==> config.mk <==
export PLATFORM = sky130hd
export DESIGN_NAME = norm16_stage
export DESIGN_NICKNAME = d
export VERILOG_FILES = /design/src/rtl/norm16_stage_pkg.sv /design/src/rtl/norm16_stage_lza16.sv /design/src/rtl/norm16_stage.sv
export SDC_FILE = /design/constraint.sdc
export NUM_CORES = 1
export LEC_CHECK = 0
export CORE_AREA = 2 2 102 104
export CTS_CLUSTER_SIZE = 24
export DETAILED_ROUTE_END_ITERATION = 8
export DIE_AREA = 0 0 104 106
export DONT_BUFFER_PORTS = 1
export PLACE_DENSITY = 0.8
export SLEW_MARGIN = 20
export SYNTH_ARGS = -nofsm -noshare
export SYNTH_HDL_FRONTEND = slang
export SYNTH_SLANG_ARGS = --single-unit
==> constraint.sdc <==
create_clock -name clk -period 11.7 [get_ports clk]
set_input_delay 2.34 -clock clk [delete_from_list [all_inputs] [get_ports clk]]
set_output_delay 2.34 -clock clk [all_outputs]
set_load 0.05 [all_outputs]
==> src/rtl/norm16_stage_pkg.sv <==
// Shared definitions for the norm16_stage normalization pipeline.
//   D_WIDTH    : mantissa width.
//   CNT_WIDTH  : width of a shift count covering 0..D_WIDTH-1.
//   EXP_WIDTH  : default exponent width.
//   stage_b_t  : payload registered in stage B (difference, LZA outputs, exponent).
package norm16_stage_pkg;

  localparam int D_WIDTH   = 16;
  localparam int CNT_WIDTH = 4;
  localparam int EXP_WIDTH = 8;

  typedef struct packed {
    logic [D_WIDTH-1:0]   diff;
    logic [CNT_WIDTH-1:0] sft_cnt;
    logic                 v;
    logic                 correct;
    logic [EXP_WIDTH-1:0] exp;
  } stage_b_t;

endpackage

==> src/rtl/norm16_stage_lza16.sv <==
// lza16: leading-zero anticipator for a - b with a >= b.
//   a, b    : in  16-bit operands.
//   sft_cnt : out predicted leading-zero count of a - b (may be one short).
//   v       : out 1 when a == b (difference is zero, sft_cnt meaningless).
//   correct : out 1 when the prediction is one short and the shift needs +1.
//
// The prediction is the first bit where a and b differ, walked down through
// the run of borrow-propagating positions (a=0, b=1) directly below it. For
// a >= b the true leading one sits either at that predicted position or one
// below, so a single correction bit suffices; it is taken from the
// difference bit at the predicted position.
module lza16
  import norm16_stage_pkg::*;
(
  input  logic [D_WIDTH-1:0]   a,
  input  logic [D_WIDTH-1:0]   b,
  output logic [CNT_WIDTH-1:0] sft_cnt,
  output logic                 v,
  output logic                 correct
);

  logic [D_WIDTH-1:0]   diff;
  logic                 found;
  logic                 in_run;
  logic [CNT_WIDTH-1:0] pos;

  always_comb begin
    diff   = a - b;
    found  = 1'b0;
    in_run = 1'b0;
    pos    = '0;
    for (int i = D_WIDTH - 1; i >= 0; i--) begin
      if (!found) begin
        if (a[i] ^ b[i]) begin
          found  = 1'b1;
          in_run = 1'b1;
          pos    = CNT_WIDTH'(i);
        end
      end else if (in_run) begin
        if (!a[i] && b[i]) pos = CNT_WIDTH'(i);
        else               in_run = 1'b0;
      end
    end
    sft_cnt = CNT_WIDTH'(D_WIDTH - 1) - pos;
    v       = ~found;
    correct = found & ~diff[pos];
  end

endmodule

==> src/rtl/norm16_stage.sv <==
// norm16_stage: three-register pipeline (A, B, C) that subtracts an aligned
// mantissa pair, left-normalizes the difference using an LZA prediction plus
// its one-bit correction, and adjusts the exponent.
//   clk, rst            : clock, synchronous active-high reset.
//   in_valid/in_ready   : input handshake for a, b, exp_in (a >= b).
//   out_valid/out_ready : output handshake for the stage-C results.
//   mant_out, exp_out   : normalized mantissa and adjusted exponent.
//   zero                : a == b.
//   uflow               : shift was clamped to the exponent.
//   corr_flag           : LZA correction used for this result.
//   corr_cnt            : saturating count of corrected results.
module norm16_stage
  import norm16_stage_pkg::*;
#(
  parameter int EXP_W = EXP_WIDTH
) (
  input  logic               clk,
  input  logic               rst,
  input  logic               in_valid,
  output logic               in_ready,
  input  logic [D_WIDTH-1:0] a,
  input  logic [D_WIDTH-1:0] b,
  input  logic [EXP_W-1:0]   exp_in,
  output logic               out_valid,
  input  logic               out_ready,
  output logic [D_WIDTH-1:0] mant_out,
  output logic [EXP_W-1:0]   exp_out,
  output logic               zero,
  output logic               uflow,
  output logic               corr_flag,
  output logic [15:0]        corr_cnt
);

  function automatic logic [CNT_WIDTH-1:0] sat_shamt(input logic [CNT_WIDTH-1:0] sft,
                                                     input logic                 corr);
    logic [CNT_WIDTH:0] sum;
    sum = {1'b0, sft} + {{CNT_WIDTH{1'b0}}, corr};
    if (sum[CNT_WIDTH]) return '1;
    return sum[CNT_WIDTH-1:0];
  endfunction

  function automatic logic [15:0] sat_inc(input logic [15:0] cnt);
    if (&cnt) return cnt;
    return cnt + 16'd1;
  endfunction

  logic               vld_p0, vld_p1, vld_p2;
  logic               adv_p0, adv_p1, adv_p2;
  logic [D_WIDTH-1:0] a_p0, b_p0;
  logic [EXP_W-1:0]   exp_p0;
  stage_b_t           pay_n, pay_p1;

  logic [CNT_WIDTH-1:0] lza_sft;
  logic                 lza_v, lza_correct;

  logic [CNT_WIDTH-1:0] shamt, shift;
  logic [D_WIDTH-1:0]   mant_n;
  logic [EXP_W-1:0]     exp_n;
  logic                 zero_n, uflow_n, corr_n;

  assign adv_p2    = ~vld_p2 | out_ready;
  assign adv_p1    = ~vld_p1 | adv_p2;
  assign adv_p0    = ~vld_p0 | adv_p1;
  assign in_ready  = adv_p0;
  assign out_valid = vld_p2;

  // ---- Stage A: operand capture ----
  always_ff @(posedge clk) begin
    if (rst)         vld_p0 <= 1'b0;
    else if (adv_p0) vld_p0 <= in_valid;
  end

  always_ff @(posedge clk) begin
    if (adv_p0 && in_valid) begin
      a_p0   <= a;
      b_p0   <= b;
      exp_p0 <= exp_in;
    end
  end

  // ---- A -> B: subtract and anticipate leading zeros in parallel ----
  lza16 u_lza (
    .a       (a_p0),
    .b       (b_p0),
    .sft_cnt (lza_sft),
    .v       (lza_v),
    .correct (lza_correct)
  );

  always_comb begin
    pay_n         = '0;
    pay_n.diff    = a_p0 - b_p0;
    pay_n.sft_cnt = lza_sft;
    pay_n.v       = lza_v;
    pay_n.correct = lza_correct;
    pay_n.exp     = exp_p0;
  end

  always_ff @(posedge clk) begin
    if (rst)         vld_p1 <= 1'b0;
    else if (adv_p1) vld_p1 <= vld_p0;
  end

  always_ff @(posedge clk) begin
    if (adv_p1 && vld_p0) pay_p1 <= pay_n;
  end

  // ---- B -> C: shift amount, exponent clamp, normalizing shift ----
  always_comb begin
    shamt   = sat_shamt(pay_p1.sft_cnt, pay_p1.correct);
    shift   = shamt;
    exp_n   = pay_p1.exp - EXP_W'(shamt);
    uflow_n = 1'b0;
    zero_n  = 1'b0;
    corr_n  = pay_p1.correct & ~pay_p1.v;
    // exp < shamt <= 15 here, so its low bits are the whole exponent
    if (pay_p1.exp < EXP_W'(shamt)) begin
      shift   = pay_p1.exp[CNT_WIDTH-1:0];
      exp_n   = '0;
      uflow_n = 1'b1;
    end
    mant_n = pay_p1.diff << shift;
    if (pay_p1.v) begin
      mant_n  = '0;
      exp_n   = '0;
      uflow_n = 1'b0;
      zero_n  = 1'b1;
    end
  end

  // ---- Stage C: result registers ----
  always_ff @(posedge clk) begin
    if (rst) begin
      vld_p2    <= 1'b0;
      mant_out  <= '0;
      exp_out   <= '0;
      zero      <= 1'b0;
      uflow     <= 1'b0;
      corr_flag <= 1'b0;
      corr_cnt  <= '0;
    end else if (adv_p2) begin
      vld_p2 <= vld_p1;
      if (vld_p1) begin
        mant_out  <= mant_n;
        exp_out   <= exp_n;
        zero      <= zero_n;
        uflow     <= uflow_n;
        corr_flag <= corr_n;
        if (corr_n) corr_cnt <= sat_inc(corr_cnt);
      end
    end
  end

endmodule

== Yosys cells after proc, flatten, opt, wreduce, memory -nomap -nowiden ==
Index checks and enable logic that the tools add are counted.

* Bits in registers: 116
* Input bits: 44
* Output and inout bits: 45

* $add $sub $neg: 5
* $lt $le $gt $ge: 2
* Equality and inequality tests: 1
* Shift-type cells: 1
* Muxes and demuxes: 163
* Bitwise logic cells: 27
* Reduce and logical (&&, ||, !) cells: 35

{| class="wikitable"
|+ Operator list
! operator !! number
|-
| $mux W4 || 63
|-
| $mux W1 || 95
|-
| $mux W16 || 2
|-
| $logic_and A1 B1 Y1 || 17
|-
| $add A16 B1 Y16 const B || 1
|-
| $mux W8 || 2
|-
| $reduce_and A16 Y1 || 1
|-
| $shl A16 B4 Y16 || 1
|-
| $sub A16 B16 Y16 || 1
|-
| $xor A1 B1 Y1 || 16
|-
| $logic_not A1 Y1 || 15
|-
| $lt A8 B4 Y1 || 1
|-
| $sub A8 B4 Y8 || 1
|-
| $not A1 Y1 || 6
|-
| $add A4 B1 Y5 || 1
|-
| $lt A4 B5 Y1 const B || 1
|-
| $bmux W1 S4 || 1
|-
| $reduce_and A4 Y1 || 1
|-
| $sub A4 B4 Y4 const A || 1
|-
| $or A1 B1 Y1 || 3
|-
| $and A1 B1 Y1 || 2
|-
| $ne A2 B2 Y1 const B || 1
|-
| $reduce_and A2 Y1 || 1
|}

== Logic depth before layout (Yosys ltp) ==
* Word-level depth: 50
* Gate-level depth with buffers: 18
* Depth with buffers taken out: 17

== Cells and area by module ==
Synthesis repeated with hierarchy kept, for this count alone.

* Cell total of the unflattened synthesis: 726
* Area, all modules: 7200.7 um2

{| class="wikitable"
|+ By module, submodules not included
! module !! times used !! cells each !! area each (um2)
|-
| norm16_stage || 1 || 505 || 5612.9
|-
| lza16 || 1 || 221 || 1587.8
|}

== Least setup slack after synthesis ==
No wires, ideal clock.

* Path kind: input to output
* Start point: input out_ready
* End point: output in_ready
* Data arrival time: 3028 ps
* Required time: 9360 ps
* Setup slack: 6332 ps
* Stages: 2
* Buffers on the path: 0
* Cells stage by stage: nor2b_1 nand3_1

* Cells in the longest elaborated chain, start to end: 3

{| class="wikitable"
|+ Ends and longest elaborated chain
! what !! line !! source
|-
| start: declaration || norm16_stage.sv:25 || <nowiki>input logic out_ready,</nowiki>
|-
| $or A1 B1 Y1 || norm16_stage.sv:61 || <nowiki>assign adv_p2 = ~vld_p2 | out_ready;</nowiki>
|-
| $or A1 B1 Y1 || norm16_stage.sv:62 || <nowiki>assign adv_p1 = ~vld_p1 | adv_p2;</nowiki>
|-
| $or A1 B1 Y1 || norm16_stage.sv:63 || <nowiki>assign adv_p0 = ~vld_p0 | adv_p1;</nowiki>
|-
| end: declaration || norm16_stage.sv:20 || <nowiki>output logic in_ready,</nowiki>
|}

Every way passes these cells.

== Final worst setup path ==
Ends and elaborated chain as after synthesis.

==> impl_metrics.py <==
metrics = {
    "synthesis": {
        "syn_area_sq_um": 6350,
        "synth_flop_cell": "edfxtp_1",
        "ys_types": 68,
        "yosys_warnings": 0,
        "yosys-top-cells-area": "edfxtp_1, dfxtp_1, ha_1",
        "syn_inst": 609,
        "async_flop_share_pct": 0,
        "synth_top_area_share_pct": 33.1,
        "avgSynthCellArea_sq_um": 10.4,
        "synth_top_area_cell": "edfxtp_1",
        "ys_ff_latch": 116,
        "synth_fp_nets": 693,
        "synth_edf_count": 70,
        "ys_seq_area_share_pct": 47.6,
    },
    "sta": {
        "setup-tns-final_ns": 0,
        "holdWs_ns": 0.417,
        "hold_violations": 0,
        "rsz0062_at_grt": "no",
        "fmax_ghz": 0.178,
        "fin_crit_ns": 5.61,
        "period_share_pct": 48.0,
        "skew_ns": 0.00730,
        "finalSetupViolations": 0,
        "slew-limit-headroom_pct": 36.7,
        "setup_slack_ns": 6.09,
        "drv_slew": 0,
        "tightest_slew_ns": 0.942,
    },
    "final_layout": {
        "fill_cells": 745,
        "multi_input_area_sq_um": 3060,
        "layout.nets": 697,
        "drive_gt1_share_pct": 9.58,
        "n_antenna_cell": 0,
        "seqCellArea_sq_um": 3020,
        "area_growth_pct": 10.3,
    },
    "critical_path": {
        "cp.required_ns": 9.36,
        "cp-endpoint": "in_ready",
        "crit_arrival_ns": 3.27,
        "ff2ff_path_depth": 15,
        "worstReg2RegStart": "pay_p1[8]$_DFFE_PP_",
        "crit_type": "primary input to output pin",
        "cpLargestDelayFamily": "simple AND/OR/NAND/NOR gates",
        "slowest_delay_ns": 0.54,
        "critPathBufInv": 0,
        "cp_max_fo": 6,
        "r2r-end": "mant_out[15]$_SDFFE_PP0P_",
        "rrSetupSlack_ns": 7.42,
        "startpoint": "out_ready",
        "slowest_stage": "nand3_1",
        "end_kind": "output pin",
        "critPathLaunchType": "primary input",
        "worstSetupPathDepth": 2,
        "cp_cell_sequence": "nor2b_1 > nand3_1",
    },
    "cts": {
        "postCtsHoldBufs": 0,
        "htreeDepth": 4,
        "clkTransAtPathRegs_ns": 0.05,
        "cts-resized-gates": 0,
        "postCtsSetupBuffers": 0,
        "cts_made_buffers": 17,
        "insertion_delay_ns": 0.52,
        "cts_tree": "built",
        "ctsRootBufferMaster": "clkbuf_8",
        "clk_path_buf_depth": 2,
        "numClockSinks": 116,
    },
    "global_route": {
        "antenna_found_initial": 0,
        "overflow": 0,
        "grt_pass1_wl_mm": 20.1,
        "grt_pass1_vias": 4329,
        "grt_usage_pct": 22.8,
        "grt_start_max_net_pins": 47,
    },
    "drt": {
        "routed_wl_mm": 11.9,
        "route.detailed.drc": 0,
        "post_drt_wl_per_cell_microns": 15.6,
        "antenna_left": 0,
        "dr.first_iter.drc_count": 184,
        "first_pass_iters": 4,
        "vias": 4418,
        "via_per_inst": 5.80,
    },
    "pwr": {
        "powerDensity_nw_per_um2": 168,
        "p_leak_nw": 2.78,
        "vdd_drop_max_v": 0.000107,
    },
    "placement": {
        "place_ws_ns": 6.10,
        "dp_hpwl_mm": 8.89,
        "io_buffers": 0,
        "routabilityCongestion": 0.908,
    },
    "floorplanning": {
        "fp-row-count": 37,
        "dieArea_sq_um": 11000,
        "floorplan.die.height_microns": 106,
        "start_util_pct": 63.5,
        "core_region_area_sq_um": 10000,
        "die_w_microns": 104,
        "ios": 89,
    },
    "flow_run": {
        "maxCapViolCount": 0,
    },
    "outcome": {
        "outcome": "completed",
    },
    "hold_path": {
        "hp-class": "flop to flop",
    },
}
report_power, final:
part | switching (mW) | internal (mW)
logic | 0.142 | 0.106
registers | 0.0183 | 0.465
clock network | 0.167 | 0.277
logic make-up (layout without fill, tap and decap cells):
| family | after synthesis | after routing | synth area share, % |
|---|---|---|---|
| flops | 116 | 116 | 47.6 |
| xor+xnor | 32 | 32 | 4.53 |
| simple gates | 179 | 179 | 13.4 |
| fa+ha+maj | 40 | 40 | 8.12 |
| buf+inv | 73 | 90 | 4.53 |
| mux | 52 | 52 | 8.65 |
| compound gates | 117 | 117 | 13.2 |
state kept, by name, summed over array words and instances (netlist names):
signal     flops
a_p0          16
b_p0          16
corr_cnt      16
corr_flag      1
exp_out        8
exp_p0         8
mant_out      16
out_valid      1
pay_p1        30
uflow          1
vld_p0         1
vld_p1         1
zero           1
placed cells by master (no fill, tap or decap), types with 12 or more instances in the layout:
| cell | Yosys | layout |
|---|---|---|
| nor2_1 | 75 | 75 |
| ha_1 | 38 | 38 |
| a21oi_1 | 33 | 33 |
| mux2i_1 | 41 | 41 |
| dfxtp_1 | 46 | 46 |
| edfxtp_1 | 70 | 70 |
| nand3_1 | 12 | 12 |
| inv_1 | 53 | 53 |
| nor3_1 | 12 | 12 |
| o21ai_0 | 15 | 15 |
| xor2_1 | 15 | 15 |
| a22oi_1 | 16 | 16 |
| xnor2_1 | 16 | 16 |
| nand2_1 | 37 | 37 |
| clkbuf_16 | 0 | 16 |
per-stage QoR:
stage               util, %  power [mW]  std cells  area [sq um]
finish                 70.1        1.17        762          7010
global route           70.1        1.23        762          7010
CTS                    70.1        1.18        762          7010
detailed placement     64.9       0.735        730          6490
global placement       64.9       0.728        730          6490
floorplan                 -       0.689        609          6350
synth_stat cells (4+ instances only):
cell type	count
nor2_1	75
inv_1	53
nand4_1	8
xnor2_1	16
o21a_1	6
o21ai_0	15
nand2_1	37
ha_1	38
nor2b_1	6
dfxtp_1	46
a22oi_1	16
nor3_1	12
or3_1	4
mux2i_1	41
clkbuf_1	11
edfxtp_1	70
buf_2	5
xor2_1	15
nand3_1	12
nand2b_1	6
a21oi_1	33
and3_1	5
mux2_2	9
worst min path at each step:
stage	start	to	slack [ns]	cells past startpoint
floorplan	exp_p0[0]$_DFFE_PP_	pay_p1[0]$_DFFE_PP_	0.40	0
detailed placement	exp_p0[5]$_DFFE_PP_	pay_p1[5]$_DFFE_PP_	0.40	0
finish	exp_p0[0]$_DFFE_PP_	pay_p1[0]$_DFFE_PP_	0.42	0
CTS	exp_p0[5]$_DFFE_PP_	pay_p1[5]$_DFFE_PP_	0.42	0
global placement	exp_p0[7]$_DFFE_PP_	pay_p1[7]$_DFFE_PP_	0.40	0
global route	exp_p0[0]$_DFFE_PP_	pay_p1[0]$_DFFE_PP_	0.43	0
per-layer routing:
layer	vias up	part of all wire, %	global-route usage (%)
li1	2195	-	-
met2	109	52	42.2
met4	0	1.7	9.56
met3	18	5.4	6.99
met5	-	0	0
met1	2096	41	23.9
layout make-up:
cell class	count	share of cell area, %
Multi-Input combinational cell	420	43.7
Sequential cell	116	43.2
Clock buffer	21	6.13
Inverter	53	2.84
Tap cell	136	2.43
Clock inverter	11	1.25
Timing Repair Buffer	5	0.536
Note: power is estimated with default switching activity, not from simulation.
